### config.mk
export PLATFORM = sky130hd
export DESIGN_NAME = ext_unit
export DESIGN_NICKNAME = d
export VERILOG_FILES = /design/src/rtl/ext_pkg.sv /design/src/rtl/ext_core.sv /design/src/rtl/ext_unit.sv
export SDC_FILE = /design/constraint.sdc
export NUM_CORES = 1
export LEC_CHECK = 0
export BUFFER_PORTS_ARGS = -buffer_cell sky130_fd_sc_hd__buf_2
export CAP_MARGIN = 20
export CORE_MARGIN = 1.5
export CORE_UTILIZATION = 32
export CTS_CLUSTER_DIAMETER = 120
export DETAILED_ROUTE_END_ITERATION = 6
export GPL_TIMING_DRIVEN = 0
export PLACE_DENSITY_LB_ADDON = 0.25
export SLEW_MARGIN = 20
export SYNTH_ARGS = -nofsm -noshare
export SYNTH_HDL_FRONTEND = slang
export SYNTH_SLANG_ARGS = --single-unit
### constraint.sdc
create_clock -name clk -period 6.67 [get_ports clk]
set_input_delay 0.3335 -clock clk [delete_from_list [all_inputs] [get_ports clk]]
set_output_delay 0.3335 -clock clk [all_outputs]
set_load 0.03 [all_outputs]
### src/rtl/ext_pkg.sv
`default_nettype none
//==============================================================================
// Module   : ext_pkg
// Desc     : Shared operation codes for the operand extension unit.
// Revision : 1.0 - initial release
//==============================================================================
package ext_pkg;

    localparam logic [2:0] EXT_LB   = 3'd0;
    localparam logic [2:0] EXT_LBU  = 3'd1;
    localparam logic [2:0] EXT_LH   = 3'd2;
    localparam logic [2:0] EXT_LHU  = 3'd3;
    localparam logic [2:0] EXT_LW   = 3'd4;
    localparam logic [2:0] EXT_IMMS = 3'd5;
    localparam logic [2:0] EXT_IMMZ = 3'd6;
    localparam logic [2:0] EXT_LUI  = 3'd7;

endpackage
`default_nettype wire

### src/rtl/ext_core.sv
`default_nettype none
//==============================================================================
// Module   : ext_core
// Desc     : Combinational byte/halfword alignment and sign/zero/LUI extension.
// Revision : 1.0 - initial release
//==============================================================================
module ext_core
    import ext_pkg::*;
#(
    parameter int DATA_W = 32,
    parameter int IMM_W  = 16,
    parameter int OFF_W  = $clog2(DATA_W/8)
) (
    input  logic [2:0]        i_mode,
    input  logic [OFF_W-1:0]  i_off,
    input  logic [DATA_W-1:0] i_data,
    output logic [DATA_W-1:0] o_data,
    output logic              o_err
);

    localparam logic [OFF_W-1:0] c_half_max = OFF_W'(DATA_W/8 - 2);

    logic [7:0]       w_byte;
    logic [15:0]      w_half;
    logic [IMM_W-1:0] w_imm;
    logic             w_half_bad;

    // Shift the addressed byte down to bit 0 rather than using an indexed slice
    assign w_byte     = 8'(i_data >> {i_off, 3'b000});
    assign w_half     = 16'(i_data >> {i_off, 3'b000});
    assign w_imm      = i_data[IMM_W-1:0];
    assign w_half_bad = i_off[0] || (i_off > c_half_max);

    always_comb begin
        o_data = '0;
        o_err  = 1'b0;
        case (i_mode)
            EXT_LB:   o_data = {{(DATA_W-8){w_byte[7]}}, w_byte};
            EXT_LBU:  o_data = {{(DATA_W-8){1'b0}}, w_byte};
            EXT_LH: begin
                if (w_half_bad) o_err = 1'b1;
                else            o_data = {{(DATA_W-16){w_half[15]}}, w_half};
            end
            EXT_LHU: begin
                if (w_half_bad) o_err = 1'b1;
                else            o_data = {{(DATA_W-16){1'b0}}, w_half};
            end
            EXT_LW: begin
                if (i_off != '0) o_err = 1'b1;
                else             o_data = i_data;
            end
            EXT_IMMS: o_data = {{(DATA_W-IMM_W){w_imm[IMM_W-1]}}, w_imm};
            EXT_IMMZ: o_data = {{(DATA_W-IMM_W){1'b0}}, w_imm};
            default:  o_data = {w_imm, {(DATA_W-IMM_W){1'b0}}};
        endcase
    end

endmodule
`default_nettype wire

### src/rtl/ext_unit.sv
`default_nettype none
//==============================================================================
// Module   : ext_unit
// Desc     : Operand extension unit with a 2-entry valid/ready output buffer.
// Revision : 1.0 - initial release
//==============================================================================
module ext_unit
    import ext_pkg::*;
#(
    parameter int DATA_W = 32,
    parameter int IMM_W  = 16,
    parameter int OFF_W  = $clog2(DATA_W/8)
) (
    input  logic              clk,
    input  logic              rst,
    input  logic              in_valid,
    output logic              in_ready,
    input  logic [2:0]        in_mode,
    input  logic [OFF_W-1:0]  in_off,
    input  logic [DATA_W-1:0] in_data,
    output logic              out_valid,
    input  logic              out_ready,
    output logic [DATA_W-1:0] out_data,
    output logic              out_err
);

    typedef struct packed {
        logic [DATA_W-1:0] data;
        logic              err;
    } ext_res_t;

    logic [DATA_W-1:0] w_core_data;
    logic              w_core_err;
    ext_res_t          w_res;
    ext_res_t          r_slot0;
    ext_res_t          r_slot1;
    logic [1:0]        r_count;
    logic              w_push;
    logic              w_pop;

    ext_core #(
        .DATA_W (DATA_W),
        .IMM_W  (IMM_W),
        .OFF_W  (OFF_W)
    ) u_core (
        .i_mode (in_mode),
        .i_off  (in_off),
        .i_data (in_data),
        .o_data (w_core_data),
        .o_err  (w_core_err)
    );

    assign w_res     = {w_core_data, w_core_err};
    assign in_ready  = !rst && (r_count != 2'd2);
    assign out_valid = (r_count != 2'd0);
    assign out_data  = r_slot0.data;
    assign out_err   = r_slot0.err;
    assign w_push    = in_valid && in_ready;
    assign w_pop     = out_valid && out_ready;

    // slot0 is always the head; slot1 is kept zero whenever it is not occupied
    always_ff @(posedge clk) begin
        if (rst) begin
            r_count <= 2'd0;
            r_slot0 <= '0;
            r_slot1 <= '0;
        end else begin
            case ({w_push, w_pop})
                2'b10: begin
                    if (r_count == 2'd0) r_slot0 <= w_res;
                    else                 r_slot1 <= w_res;
                    r_count <= r_count + 2'd1;
                end
                2'b01: begin
                    r_slot0 <= r_slot1;
                    r_slot1 <= '0;
                    r_count <= r_count - 2'd1;
                end
                2'b11:   r_slot0 <= w_res;
                default: ;
            endcase
        end
    end

endmodule
`default_nettype wire

==> metrics.txt, run 1 <==
# TYPE chip_impl_metric gauge
chip_impl_metric{name="insertion_delay",unit="ns"} 0.34
chip_impl_metric{name="cts_buffer_depth",unit=""} 2
chip_impl_metric{name="synth_async_sr_flop_share",unit=""} 0
chip_impl_info{name="layout_commonest_cell",value="buf_2"} 1
chip_impl_metric{name="max_clock_freq",unit="GHz"} 0.2793
chip_impl_metric{name="grt_first_pass_wirelength",unit="um"} 20920
chip_impl_metric{name="num_rows",unit=""} 39
chip_impl_metric{name="post_synth.cell_area_avg",unit="um^2"} 8.948
chip_impl_info{name="grt_setup_unrepaired",value="false"} 1
chip_impl_info{name="timing.hold.worst.start",value="in_data[19]"} 1
chip_impl_metric{name="port_buffers",unit=""} 72
chip_impl_info{name="netlist_top_cells_area",value="dfxtp_1, a211oi_1, o21ai_0"} 1
chip_impl_metric{name="drive_above_1_share",unit=""} 0.2587
chip_impl_metric{name="place.detailed.instances",unit=""} 645
chip_impl_info{name="final_cell_mix",value="buf_2, dfxtp_1, a211oi_1"} 1
chip_impl_metric{name="critical_path_arrival",unit="ns"} 3.81
chip_impl_metric{name="cts_hold_buf",unit=""} 0
chip_impl_metric{name="worst_slew_pin_slew",unit="ns"} 1.154
chip_impl_info{name="worst_setup_path_startpoint",value="r_count[1]"} 1
chip_impl_info{name="cts.root.buffer_cell",value="clkbuf_16"} 1
chip_impl_metric{name="sequential_cell_area_fraction_in_the_yosys_report",unit=""} 0.3538
chip_impl_info{name="path_class",value="reg2reg"} 1
chip_impl_info{name="slowest_cell_on_the_critical_path",value="clkbuf_1"} 1
chip_impl_metric{name="final.fill_count",unit=""} 1181
chip_impl_metric{name="global_route.overflow_total",unit=""} 0
chip_impl_info{name="timing.critical_path.to_type",value="flop"} 1
chip_impl_metric{name="first_global_vias",unit=""} 3802
chip_impl_metric{name="die_width",unit="um"} 112.7
chip_impl_metric{name="power.leakage",unit="nW"} 1.763
chip_impl_metric{name="synth_area",unit="mm^2"} 0.003847
chip_impl_metric{name="worstPathMaxFanout",unit=""} 10
chip_impl_info{name="hold_class",value="in2reg"} 1
chip_impl_metric{name="synth-warning-count",unit=""} 0
chip_impl_metric{name="track_usage",unit=""} 0.2127
chip_impl_metric{name="number_of_enable_type_register_cells_in_the_synthesized_netlist",unit=""} 0
chip_impl_info{name="critPathLaunchType",value="flop"} 1
chip_impl_metric{name="antenna-diode-count",unit=""} 0
chip_impl_metric{name="route.detailed.drc",unit=""} 0
chip_impl_info{name="ys_dominant_reg_cell",value="dfxtp_1"} 1
chip_impl_info{name="outcome",value="completed"} 1
chip_impl_metric{name="gp_congestion",unit=""} 0.9184
chip_impl_metric{name="register_bit_count_reported_by_yosys",unit=""} 68
chip_impl_metric{name="ios",unit=""} 76
chip_impl_metric{name="finalMaxSlewViolations",unit=""} 0
chip_impl_metric{name="floorplan.die_area",unit="mm^2"} 0.01269
chip_impl_metric{name="h-tree-depth",unit=""} 3
chip_impl_metric{name="worst-endpoint-required",unit="ns"} 6.90
chip_impl_info{name="r2r-start",value="r_count[1]"} 1
chip_impl_metric{name="vias",unit=""} 3852
chip_impl_metric{name="post_synth_num_cell_types",unit=""} 57
chip_impl_metric{name="syn_inst",unit=""} 430
chip_impl_metric{name="fin_worst_skew",unit="ns"} 0.002902
chip_impl_metric{name="slew_headroom",unit=""} 0.2261
chip_impl_metric{name="mappedNetlistNets",unit=""} 473
chip_impl_metric{name="tns",unit="ns"} 0
chip_impl_metric{name="drv_cap",unit=""} 0
chip_impl_metric{name="timing_hold_violations_final",unit=""} 0
chip_impl_metric{name="hold_depth",unit=""} 3
chip_impl_metric{name="dieHeight",unit="um"} 112.7
chip_impl_metric{name="wl_per_cell",unit="um"} 20.12
chip_impl_metric{name="peakVddDrop",unit="mV"} 0.1526
chip_impl_metric{name="p_per_area",unit="mW/mm^2"} 397.1
chip_impl_info{name="tritoncts",value="yes"} 1
chip_impl_metric{name="grt_start_max_net_pins",unit=""} 12
chip_impl_metric{name="postRouteWirelength",unit="um"} 13300
chip_impl_info{name="synth.largest_area_cell",value="dfxtp_1"} 1
chip_impl_metric{name="clkSinkCount",unit=""} 68
chip_impl_metric{name="floorplan.initialDensity",unit=""} 0.3327
chip_impl_metric{name="cts_made_buffers",unit=""} 9
chip_impl_metric{name="antenna_found_initial",unit=""} 0
chip_impl_metric{name="drt_first_iter_violations",unit=""} 303
chip_impl_metric{name="core_region_area",unit="mm^2"} 0.01156
chip_impl_metric{name="drt_antenna_net_count",unit=""} 0
chip_impl_metric{name="worst_r2r_path_depth",unit=""} 13
chip_impl_metric{name="finalNetCount",unit=""} 556
chip_impl_metric{name="total_iterations_of_the_first_detailed_routing_run",unit=""} 5
chip_impl_metric{name="dp_hpwl",unit="um"} 9648
chip_impl_metric{name="synth_largest_type_area_fraction",unit=""} 0.3538
chip_impl_metric{name="post_cts.resized_instances",unit=""} 0
chip_impl_metric{name="cts.reportedPaths.clkPinSlew",unit="ns"} 0.06
chip_impl_metric{name="final_cells",unit=""} 661
chip_impl_metric{name="post_drt_via_cell_ratio",unit=""} 5.828
chip_impl_metric{name="finalCritPeriodShare",unit=""} 0.5368
chip_impl_info{name="critical_path.cell_chain",value="nor2_2 > inv_2 > nand2_1 > inv_1 > buf_2 > clkbuf_1 > ha_1 > buf_2 > nor2_1 > a21oi_2 > nor2_1 > clkbuf_1 > a221o_1"} 1
chip_impl_metric{name="timing.critical_path.slowest_cell_delay",unit="ns"} 0.47
chip_impl_metric{name="cts_setup_buffers",unit=""} 0
chip_impl_metric{name="min_period",unit="ns"} 3.580
chip_impl_metric{name="timing.final.setup_violations",unit=""} 0
chip_impl_metric{name="area_overhead_of_the_layout_relative_to_synthesis",unit="%"} 22.28
-- layer usage --
metal	vias to the layer above	wire length, um	GRT usage
met5	-	0	0
met4	0	431	0.09958
met3	31	864	0.03942
met2	148	5952	0.3252
met1	1851	6048	0.2899
li1	1822	-	-
-- synth_stat cells, drive strengths merged (2+ instances only) --
| cell | instances |
|---|---|
| nor2b | 17 |
| a21oi | 21 |
| mux2 | 7 |
| mux2i | 10 |
| buf | 23 |
| a221o | 7 |
| xnor2 | 2 |
| nor4 | 4 |
| a211oi | 58 |
| o2bb2ai | 17 |
| a222oi | 7 |
| or3 | 2 |
| or2 | 2 |
| nor3b | 2 |
| o221ai | 16 |
| a22oi | 7 |
| dfxtp | 68 |
| clkbuf | 24 |
| o21ai | 34 |
| a22o | 14 |
| ha | 2 |
| nor3 | 4 |
| nor2 | 24 |
| o21a | 2 |
| nand2 | 23 |
| inv | 13 |
-- metrics by stage --
stage               power [mW]  worst slack (ns)  cell area (um^2)  utilization  hold slack, ns
global placement         1.341             3.201              4387       0.3793          0.4423
global route             1.964             2.944              4705       0.4068          0.2936
floorplan                1.128             3.969              3847            -          0.4322
detailed placement       1.353             3.191              4387       0.3793          0.4471
finish                   1.868             3.090              4705       0.4068          0.2850
CTS                      1.875             3.166              4705       0.4068          0.2792
-- where the power goes --
part           switching, mW  internal (mW)  leakage, nW
registers             0.0586          0.512        0.556
clock network          0.181          0.336        0.159
logic                  0.513          0.268         1.05
total                  0.752           1.12         1.76
-- area by class of cell --
cell class                      count  area, um^2  area share
Multi-Input combinational cell    302        2207      0.4691
Sequential cell                    68        1361      0.2894
Timing Repair Buffer               72       360.3     0.07660
Clock buffer                       11       242.7     0.05160
Buffer                             47       230.2     0.04894
Tap cell                          143       178.9     0.03803
Clock inverter                      5       75.07     0.01596
Inverter                           13       48.80     0.01037
-- logic make-up (layout without fill, tap and decap cells) --
group	count (synthesis)	after routing	share of synthesized area
AND/OR/NAND/NOR	86	86	0.1226
XOR/XNOR	3	3	0.006831
multiplexers	17	17	0.04651
adder cells (fa/ha/maj)	2	2	0.006503
buffers and inverters	60	148	0.07252
AO/OA/AOI/OAI	194	194	0.3912
flip-flops	68	68	0.3538
-- path summary, 6_finish.rpt --
check / end / slack, ns
hold / removal: out_data[19] / 0.28
setup / recovery: r_slot1[14] / 3.09
setup reg to reg: r_slot1[14] / 3.09
hold reg to reg: r_slot1[0] / 0.46
-- state kept, by name, summed over array words and instances, names as in the netlist --
| name | cells |
|---|---|
| r_count | 2 |
| out_data | 32 |
| r_slot1 | 33 |
| out_err | 1 |
-- critical path, delay by kind of cell (launching register included) --
| kind | cells | cell delay, ns |
|---|---|---|
| AO/OA/AOI/OAI | 2 | 0.76 |
| flip-flops | 1 | 0.43 |
| AND/OR/NAND/NOR | 4 | 0.50 |
| buffers and inverters | 6 | 1.49 |
| adder cells (fa/ha/maj) | 1 | 0.29 |
Power figures use the tool's default switching activity.
==> inputs of run 2 (changes only) <==
--- a/config.mk
+++ b/config.mk
@@ -5,6 +5,7 @@
 export SDC_FILE = /design/constraint.sdc
 export NUM_CORES = 1
 export LEC_CHECK = 0
+export ABC_AREA = 1
 export BUFFER_PORTS_ARGS = -buffer_cell sky130_fd_sc_hd__buf_2
 export CAP_MARGIN = 20
 export CORE_MARGIN = 1.5
==> constraint.sdc (replaced) <==
create_clock -name clk -period 3 [get_ports clk]
set_input_delay 0.15 -clock clk [delete_from_list [all_inputs] [get_ports clk]]
set_output_delay 0.15 -clock clk [all_outputs]
set_load 0.03 [all_outputs]
==> run 2 against run 1 <==
Combinational power is 24% higher. Non-clock buffer count is 5 lower. Clock skew is 0.0018 ns higher. Register-to-register slack worse by 2.4 ns. Sequential share of layout area is 1.1 points higher. Via count is 3.8% higher. Maximum frequency is 56% higher. Synthesized cell count is 29% higher. Total power is 78% higher.
==> metrics.txt, run 2 <==
# TYPE chip_impl_metric gauge
chip_impl_metric{name="register_bit_count_reported_by_yosys",unit=""} 68
chip_impl_metric{name="grt_first_pass_wirelength",unit="um"} 18700
chip_impl_metric{name="syn_inst",unit=""} 554
chip_impl_metric{name="worstPathMaxFanout",unit=""} 10
chip_impl_metric{name="timing_hold_violations_final",unit=""} 0
chip_impl_metric{name="worst-endpoint-required",unit="ns"} 3.20
chip_impl_metric{name="gp_congestion",unit=""} 0.9280
chip_impl_metric{name="drv_cap",unit=""} 0
chip_impl_metric{name="num_rows",unit=""} 38
chip_impl_metric{name="largest_register_ff_count",unit=""} 33
chip_impl_metric{name="p_per_area",unit="mW/mm^2"} 735.5
chip_impl_metric{name="sequential_cell_area_fraction_in_the_yosys_report",unit=""} 0.3732
chip_impl_metric{name="post_synth_num_cell_types",unit=""} 27
chip_impl_metric{name="cts_hold_buf",unit=""} 0
chip_impl_info{name="outcome",value="completed"} 1
chip_impl_info{name="slowest_cell_on_the_critical_path",value="clkbuf_1"} 1
chip_impl_metric{name="max_clock_freq",unit="GHz"} 0.4357
chip_impl_metric{name="first_global_vias",unit=""} 3622
chip_impl_metric{name="track_usage",unit=""} 0.2068
chip_impl_metric{name="critical_path_arrival",unit="ns"} 2.49
chip_impl_metric{name="mappedNetlistNets",unit=""} 597
chip_impl_metric{name="cts_buffer_depth",unit=""} 2
chip_impl_metric{name="h-tree-depth",unit=""} 3
chip_impl_metric{name="wl_per_cell",unit="um"} 15.17
chip_impl_metric{name="tns",unit="ns"} 0
chip_impl_metric{name="clkSinkCount",unit=""} 68
chip_impl_metric{name="drt_antenna_net_count",unit=""} 0
chip_impl_info{name="layout_commonest_cell",value="a21oi_1"} 1
chip_impl_metric{name="slew_headroom",unit=""} 0.6551
chip_impl_info{name="grt_setup_unrepaired",value="false"} 1
chip_impl_metric{name="finalMaxSlewViolations",unit=""} 0
chip_impl_metric{name="finalNetCount",unit=""} 682
chip_impl_metric{name="synth-warning-count",unit=""} 0
chip_impl_info{name="critPathLaunchType",value="flop"} 1
chip_impl_metric{name="number_of_enable_type_register_cells_in_the_synthesized_netlist",unit=""} 0
chip_impl_metric{name="postRouteWirelength",unit="um"} 11880
chip_impl_metric{name="antenna-diode-count",unit=""} 0
chip_impl_metric{name="power_switching_share",unit=""} 0.3482
chip_impl_info{name="synth.top_cells.by_count",value="a21oi_1, nand2_1, o21ai_0"} 1
chip_impl_metric{name="worst_slew_pin_slew",unit="ns"} 0.5174
chip_impl_metric{name="dieHeight",unit="um"} 109.8
chip_impl_metric{name="floorplan.initialDensity",unit=""} 0.3321
chip_impl_metric{name="peakVddDrop",unit="mV"} 0.4505
chip_impl_metric{name="global_route.overflow_total",unit=""} 0
chip_impl_metric{name="crit_cells",unit=""} 11
chip_impl_metric{name="cts_setup_buffers",unit=""} 0
chip_impl_info{name="timing.critical_path.to_type",value="flop"} 1
chip_impl_metric{name="grt_start_max_net_pins",unit=""} 13
chip_impl_metric{name="synth_area",unit="mm^2"} 0.003647
chip_impl_metric{name="power.combinational.fraction",unit=""} 0.291
chip_impl_metric{name="min_period",unit="ns"} 2.295
chip_impl_info{name="tritoncts",value="yes"} 1
chip_impl_metric{name="synth_async_sr_flop_share",unit=""} 0
chip_impl_metric{name="post_synth.cell_area_avg",unit="um^2"} 6.583
chip_impl_metric{name="power.leakage",unit="nW"} 2.113
chip_impl_metric{name="final_util",unit=""} 0.4126
chip_impl_metric{name="dp_hpwl",unit="um"} 9246
chip_impl_metric{name="reg2reg_slack",unit="ns"} 0.70
chip_impl_info{name="critical_path.cell_chain",value="inv_1 > nand2_2 > nand2_1 > inv_1 > ha_1 > buf_2 > inv_2 > o21ai_1 > buf_2 > clkbuf_1 > a21oi_1"} 1
chip_impl_metric{name="final_cells",unit=""} 783
chip_impl_metric{name="vias",unit=""} 3998
chip_impl_info{name="timing.critical_path.max_delay_family",value="buffers and inverters"} 1
chip_impl_metric{name="post_cts.resized_instances",unit=""} 0
chip_impl_info{name="path_class",value="reg2reg"} 1
chip_impl_metric{name="route.detailed.drc",unit=""} 0
chip_impl_info{name="hold_class",value="in2reg"} 1
chip_impl_metric{name="synth_largest_type_area_fraction",unit=""} 0.3732
chip_impl_metric{name="core_region_area",unit="mm^2"} 0.01098
chip_impl_metric{name="cts.reportedPaths.clkPinSlew",unit="ns"} 0.06
chip_impl_metric{name="port_buffers",unit=""} 74
chip_impl_metric{name="post_drt_via_cell_ratio",unit=""} 5.106
chip_impl_info{name="netlist_top_cells_area",value="dfxtp_1, a21oi_1, nand2_1"} 1
chip_impl_info{name="cts.root.buffer_cell",value="clkbuf_16"} 1
chip_impl_info{name="synth.largest_area_cell",value="dfxtp_1"} 1
chip_impl_metric{name="internal_power",unit="mW"} 2.173
chip_impl_metric{name="total_iterations_of_the_first_detailed_routing_run",unit=""} 5
chip_impl_metric{name="timing.final.setup_violations",unit=""} 0
chip_impl_metric{name="share_seq_of_total_power",unit=""} 0.348
chip_impl_metric{name="cts_made_buffers",unit=""} 9
chip_impl_metric{name="ios",unit=""} 76
chip_impl_metric{name="worst_r2r_path_depth",unit=""} 11
chip_impl_metric{name="die_width",unit="um"} 109.8
chip_impl_metric{name="fin_worst_skew",unit="ns"} 0.004713
chip_impl_metric{name="report.power.total",unit="mW"} 3.333
chip_impl_info{name="ys_dominant_reg_cell",value="dfxtp_1"} 1
chip_impl_info{name="final_cell_mix",value="a21oi_1, nand2_1, o21ai_0, buf_2, dfxtp_1"} 1
chip_impl_metric{name="drive_above_1_share",unit=""} 0.1944
chip_impl_metric{name="cp_num_buf_inv",unit=""} 6
chip_impl_metric{name="clockPowerShare",unit=""} 0.361
chip_impl_info{name="regMostFlops",value="r_slot1"} 1
chip_impl_metric{name="finalCritPeriodShare",unit=""} 0.7651
chip_impl_metric{name="place.detailed.instances",unit=""} 768
chip_impl_metric{name="drt_first_iter_violations",unit=""} 299
chip_impl_metric{name="antenna_found_initial",unit=""} 0
chip_impl_metric{name="floorplan.die_area",unit="mm^2"} 0.01205
chip_impl_metric{name="timing.critical_path.slowest_cell_delay",unit="ns"} 0.42
chip_impl_metric{name="hold_depth",unit=""} 5
chip_impl_metric{name="area_overhead_of_the_layout_relative_to_synthesis",unit="%"} 24.25
chip_impl_info{name="synth_most_common_cell",value="a21oi_1"} 1
chip_impl_metric{name="insertion_delay",unit="ns"} 0.33
chip_impl_metric{name="total_switching_power",unit="mW"} 1.161
run 2: cell types whose count changed after synthesis, sizes merged, moves of 16 or more:
cell / before / now
nor2: 24 / 46
o221ai: 16 / 0
o21ai: 34 / 92
nand2: 23 / 120
nand3: 1 / 28
nor2b: 17 / 0
a211oi: 58 / 0
inv: 13 / 31
o2bb2ai: 17 / 0
a21oi: 21 / 122
run 2: final cells by class:
type / count / area, um^2
buffer: 40 / 214.0
clock buffer: 9 / 225.2
clock inverter: 6 / 113.9
fill: 1189 / 6451
inverter: 31 / 116.4
multi-input combinational: 415 / 1956
sequential: 68 / 1361
tap: 140 / 175.2
timing repair buffer: 74 / 370.4
run 2: path summary, 6_finish.rpt:
| check | end | startpoint |
|---|---|---|
| setup / recovery | r_slot1[29] | r_count[0] |
| setup reg to reg | r_slot1[29] | r_count[0] |
| hold / removal | r_slot1[22] | in_data[5] |
| hold reg to reg | out_err | r_slot1[0] |
run 2: cell families (layout without fill, tap and decap cells):
| kind of cell | count (synthesis) | in the layout | share of synthesized area |
|---|---|---|---|
| AO/OA/AOI/OAI | 215 | 215 | 0.2995 |
| adder cells (fa/ha/maj) | 2 | 2 | 0.006860 |
| buffers and inverters | 71 | 160 | 0.09057 |
| flip-flops | 68 | 68 | 0.3732 |
| AND/OR/NAND/NOR | 198 | 198 | 0.2298 |
run 2: per-stage QoR:
stage / setup WS (ns) / area, um^2 / hold WS [ns]
6_report: 0.7047 / 4532 / 0.2534
5_1_grt: 0.4861 / 4532 / 0.2665
4_1_cts: 0.7428 / 4532 / 0.2470
3_5_place_dp: 0.7608 / 4193 / 0.4756
3_3_place_gp: 0.8139 / 4193 / 0.4709
2_1_floorplan: 0.7473 / 3647 / 0.3946
run 2: worst register-to-register path: stages (launching register included):
cell and delay (ns):
dfxtp_1 0.34, inv_1 0.10, nand2_2 0.11, nand2_1 0.09, inv_1 0.06, ha_1 0.13
buf_2 0.19, inv_2 0.11, o21ai_1 0.25, buf_2 0.24, clkbuf_1 0.42, a21oi_1 0.14
run 2: power groups by stage:
stage / logic, mW / clock network (mW) / registers (mW)
6_report: 0.972 / 1.20 / 1.16
4_1_cts: 0.972 / 1.22 / 1.16
2_1_floorplan: 0.499 / 0 / 1.33
3_5_place_dp: 0.967 / 0 / 1.18
5_1_grt: 1.08 / 1.26 / 1.18
3_3_place_gp: 0.958 / 0 / 1.17
run 2: layer usage:
| metal | GRT usage | up-vias | routed length [um] |
|---|---|---|---|
| met5 | 0 | - | 0 |
| met4 | 0.04917 | 0 | 110 |
| met3 | 0.04861 | 11 | 859 |
| met2 | 0.3239 | 144 | 5392 |
| met1 | 0.2857 | 1811 | 5516 |
| li1 | - | 2032 | - |
==> inputs of run 3 (changes only) <==
==> constraint.sdc (replaced) <==
create_clock -name clk -period 2.1 [get_ports clk]
set_input_delay 0.105 -clock clk [delete_from_list [all_inputs] [get_ports clk]]
set_output_delay 0.105 -clock clk [all_outputs]
set_load 0.03 [all_outputs]
==> run 3 against run 2 <==
Global-route usage increased by 0.85 points. Critical endpoint is now r_slot1[5]. Clock power increased by 39%. Highest routed layer unchanged. Clock-buffer cell count increased by 2. Register-to-register slack got worse by 0.52 ns. Non-clock buffer count unchanged. Routed wire length increased by 4.5%. Maximum frequency increased by 20%. Critical path type unchanged. Total power increased by 43%. Combinational power increased by 47%. First-iteration DRC count decreased by 12%. Final cell count increased by 0.13%.
==> metrics.txt, run 3 (synthesized netlist as in run 2, its figures left out) <==
# TYPE chip_impl_metric gauge
chip_impl_info{name="outcome",value="completed"} 1
chip_impl_info{name="worst_setup_path_startpoint",value="r_count[0]"} 1
chip_impl_metric{name="antenna_found_initial",unit=""} 0
chip_impl_metric{name="area_overhead_of_the_layout_relative_to_synthesis",unit="%"} 25.21
chip_impl_info{name="regMostFlops",value="r_slot1"} 1
chip_impl_metric{name="first_global_vias",unit=""} 3861
chip_impl_metric{name="min_period",unit="ns"} 1.915
chip_impl_metric{name="p_per_area",unit="mW/mm^2"} 1041
chip_impl_metric{name="clkSinkCount",unit=""} 68
chip_impl_metric{name="largest_register_ff_count",unit=""} 33
chip_impl_metric{name="cts_buffer_depth",unit=""} 2
chip_impl_metric{name="die_width",unit="um"} 109.8
chip_impl_metric{name="dieHeight",unit="um"} 109.8
chip_impl_info{name="timing.critical_path.to_type",value="flop"} 1
chip_impl_metric{name="worst-endpoint-required",unit="ns"} 2.32
chip_impl_info{name="hold_class",value="in2reg"} 1
chip_impl_info{name="cts.root.buffer_cell",value="clkbuf_16"} 1
chip_impl_metric{name="dpl-instance-area",unit="mm^2"} 0.004197
chip_impl_metric{name="insertion_delay",unit="ns"} 0.33
chip_impl_metric{name="max_clock_freq",unit="GHz"} 0.5221
chip_impl_metric{name="postRouteWirelength",unit="um"} 12420
chip_impl_metric{name="vias",unit=""} 4073
chip_impl_metric{name="h-tree-depth",unit=""} 3
chip_impl_metric{name="critical_path_arrival",unit="ns"} 2.13
chip_impl_metric{name="worstPathMaxFanout",unit=""} 10
chip_impl_metric{name="worst_slew_pin_slew",unit="ns"} 0.5585
chip_impl_metric{name="cts_hold_buf",unit=""} 0
chip_impl_metric{name="power.leakage",unit="nW"} 2.142
chip_impl_metric{name="drive_above_1_share",unit=""} 0.2096
chip_impl_metric{name="finalNetCount",unit=""} 682
chip_impl_metric{name="slew_headroom",unit=""} 0.6277
chip_impl_info{name="r2r-start",value="r_count[0]"} 1
chip_impl_metric{name="floorplan.die_area",unit="mm^2"} 0.01205
chip_impl_metric{name="cts_made_buffers",unit=""} 9
chip_impl_metric{name="postLayoutCellArea",unit="mm^2"} 0.004567
chip_impl_info{name="layout_commonest_cell",value="a21oi_1"} 1
chip_impl_metric{name="antenna-diode-count",unit=""} 0
chip_impl_metric{name="cts.reportedPaths.clkPinSlew",unit="ns"} 0.05
chip_impl_metric{name="post_drt_via_cell_ratio",unit=""} 5.195
chip_impl_metric{name="route.detailed.drc",unit=""} 0
chip_impl_metric{name="port_buffers",unit=""} 74
chip_impl_metric{name="finalCritPeriodShare",unit=""} 0.9120
chip_impl_metric{name="track_usage",unit=""} 0.2154
chip_impl_info{name="path_class",value="reg2reg"} 1
chip_impl_info{name="critPathLaunchType",value="flop"} 1
chip_impl_metric{name="floorplan.initialDensity",unit=""} 0.3321
chip_impl_metric{name="dp_hpwl",unit="um"} 9455
chip_impl_metric{name="timing.final.setup_violations",unit=""} 0
chip_impl_metric{name="report.power.total",unit="mW"} 4.755
chip_impl_metric{name="global_route.overflow_total",unit=""} 0
chip_impl_metric{name="timing_hold_violations_final",unit=""} 0
chip_impl_metric{name="wl_per_cell",unit="um"} 15.84
chip_impl_metric{name="gp_congestion",unit=""} 0.9438
chip_impl_metric{name="grt_start_max_net_pins",unit=""} 13
chip_impl_info{name="tritoncts",value="yes"} 1
chip_impl_metric{name="fin_worst_skew",unit="ns"} 0.004239
chip_impl_metric{name="ios",unit=""} 76
chip_impl_metric{name="tns",unit="ns"} 0
chip_impl_metric{name="drt_antenna_net_count",unit=""} 0
chip_impl_info{name="grt_setup_unrepaired",value="false"} 1
chip_impl_metric{name="total_iterations_of_the_first_detailed_routing_run",unit=""} 5
chip_impl_info{name="timing.hold.worst.start",value="in_data[3]"} 1
chip_impl_metric{name="grt_first_pass_wirelength",unit="um"} 19630
chip_impl_metric{name="drv_cap",unit=""} 0
chip_impl_metric{name="core_region_area",unit="mm^2"} 0.01098
chip_impl_metric{name="drt_first_iter_violations",unit=""} 262
chip_impl_metric{name="finalMaxSlewViolations",unit=""} 0
chip_impl_metric{name="num_rows",unit=""} 38
chip_impl_metric{name="peakVddDrop",unit="mV"} 0.5150
chip_impl_info{name="final_cell_mix",value="a21oi_1, nand2_1, o21ai_0, buf_2, dfxtp_1"} 1
==> run 3: path summary, 6_finish.rpt <==
check / to / slack, ns / cells past startpoint
worst min register to register: out_err / 0.49 / 2
worst min-delay path: out_data[19] / 0.21 / 5
worst max-delay path: r_slot1[5] / 0.18 / 11
worst max register to register: r_slot1[5] / 0.18 / 11
==> run 3: per-stage QoR <==
step	hold slack (ns)	setup WS, ns	util	cells
after global routing	0.2239	0.01514	0.4158	784
after floorplan	0.2707	0.05319	-	554
after CTS	0.2063	0.001164	0.4134	784
after global placement	0.4751	-0.09780	0.3821	768
final	0.2081	0.1848	0.4158	784
after detailed placement	0.4741	-0.1618	0.3821	768
==> run 3: power breakdown <==
group / leakage, nW / switching [mW] / internal (mW)
clock: 0.158 / 0.567 / 1.11
sequential: 0.559 / 0.115 / 1.54
combinational: 1.43 / 0.998 / 0.430
total: 2.14 / 1.68 / 3.07
==> run 3: cell type report <==
class	count	area, um^2
clock inverter	5	83.83
fill	1161	6416
timing repair buffer	74	370.4
clock buffer	11	252.7
buffer	40	234.0
sequential	68	1361
multi-input combinational	415	1971
tap	140	175.2
inverter	31	118.9
==> run 3: metal layers <==
metal / track usage / share of wire
met5: 0 / 0
met4: 0.07050 / 0.018
met3: 0.04386 / 0.053
met2: 0.3496 / 0.46
met1: 0.2841 / 0.47
==> run 3: repair_timing <==
item                                    4_1_cts  5_1_grt
setup buffers                                 0        0
resized for setup                             5       15
endpoints found under the setup margin       30       37
cloned                                        0        0
==> run 3: critical path: stages, from the launching register on <==
cell,delay [ns]
dfxtp_1,0.34
inv_1,0.11
nand2_2,0.11
nand2_1,0.09
inv_1,0.06
ha_1,0.13
clkbuf_4,0.18
inv_4,0.07
o21ai_4,0.17
buf_4,0.18
buf_2,0.24
a21oi_1,0.10
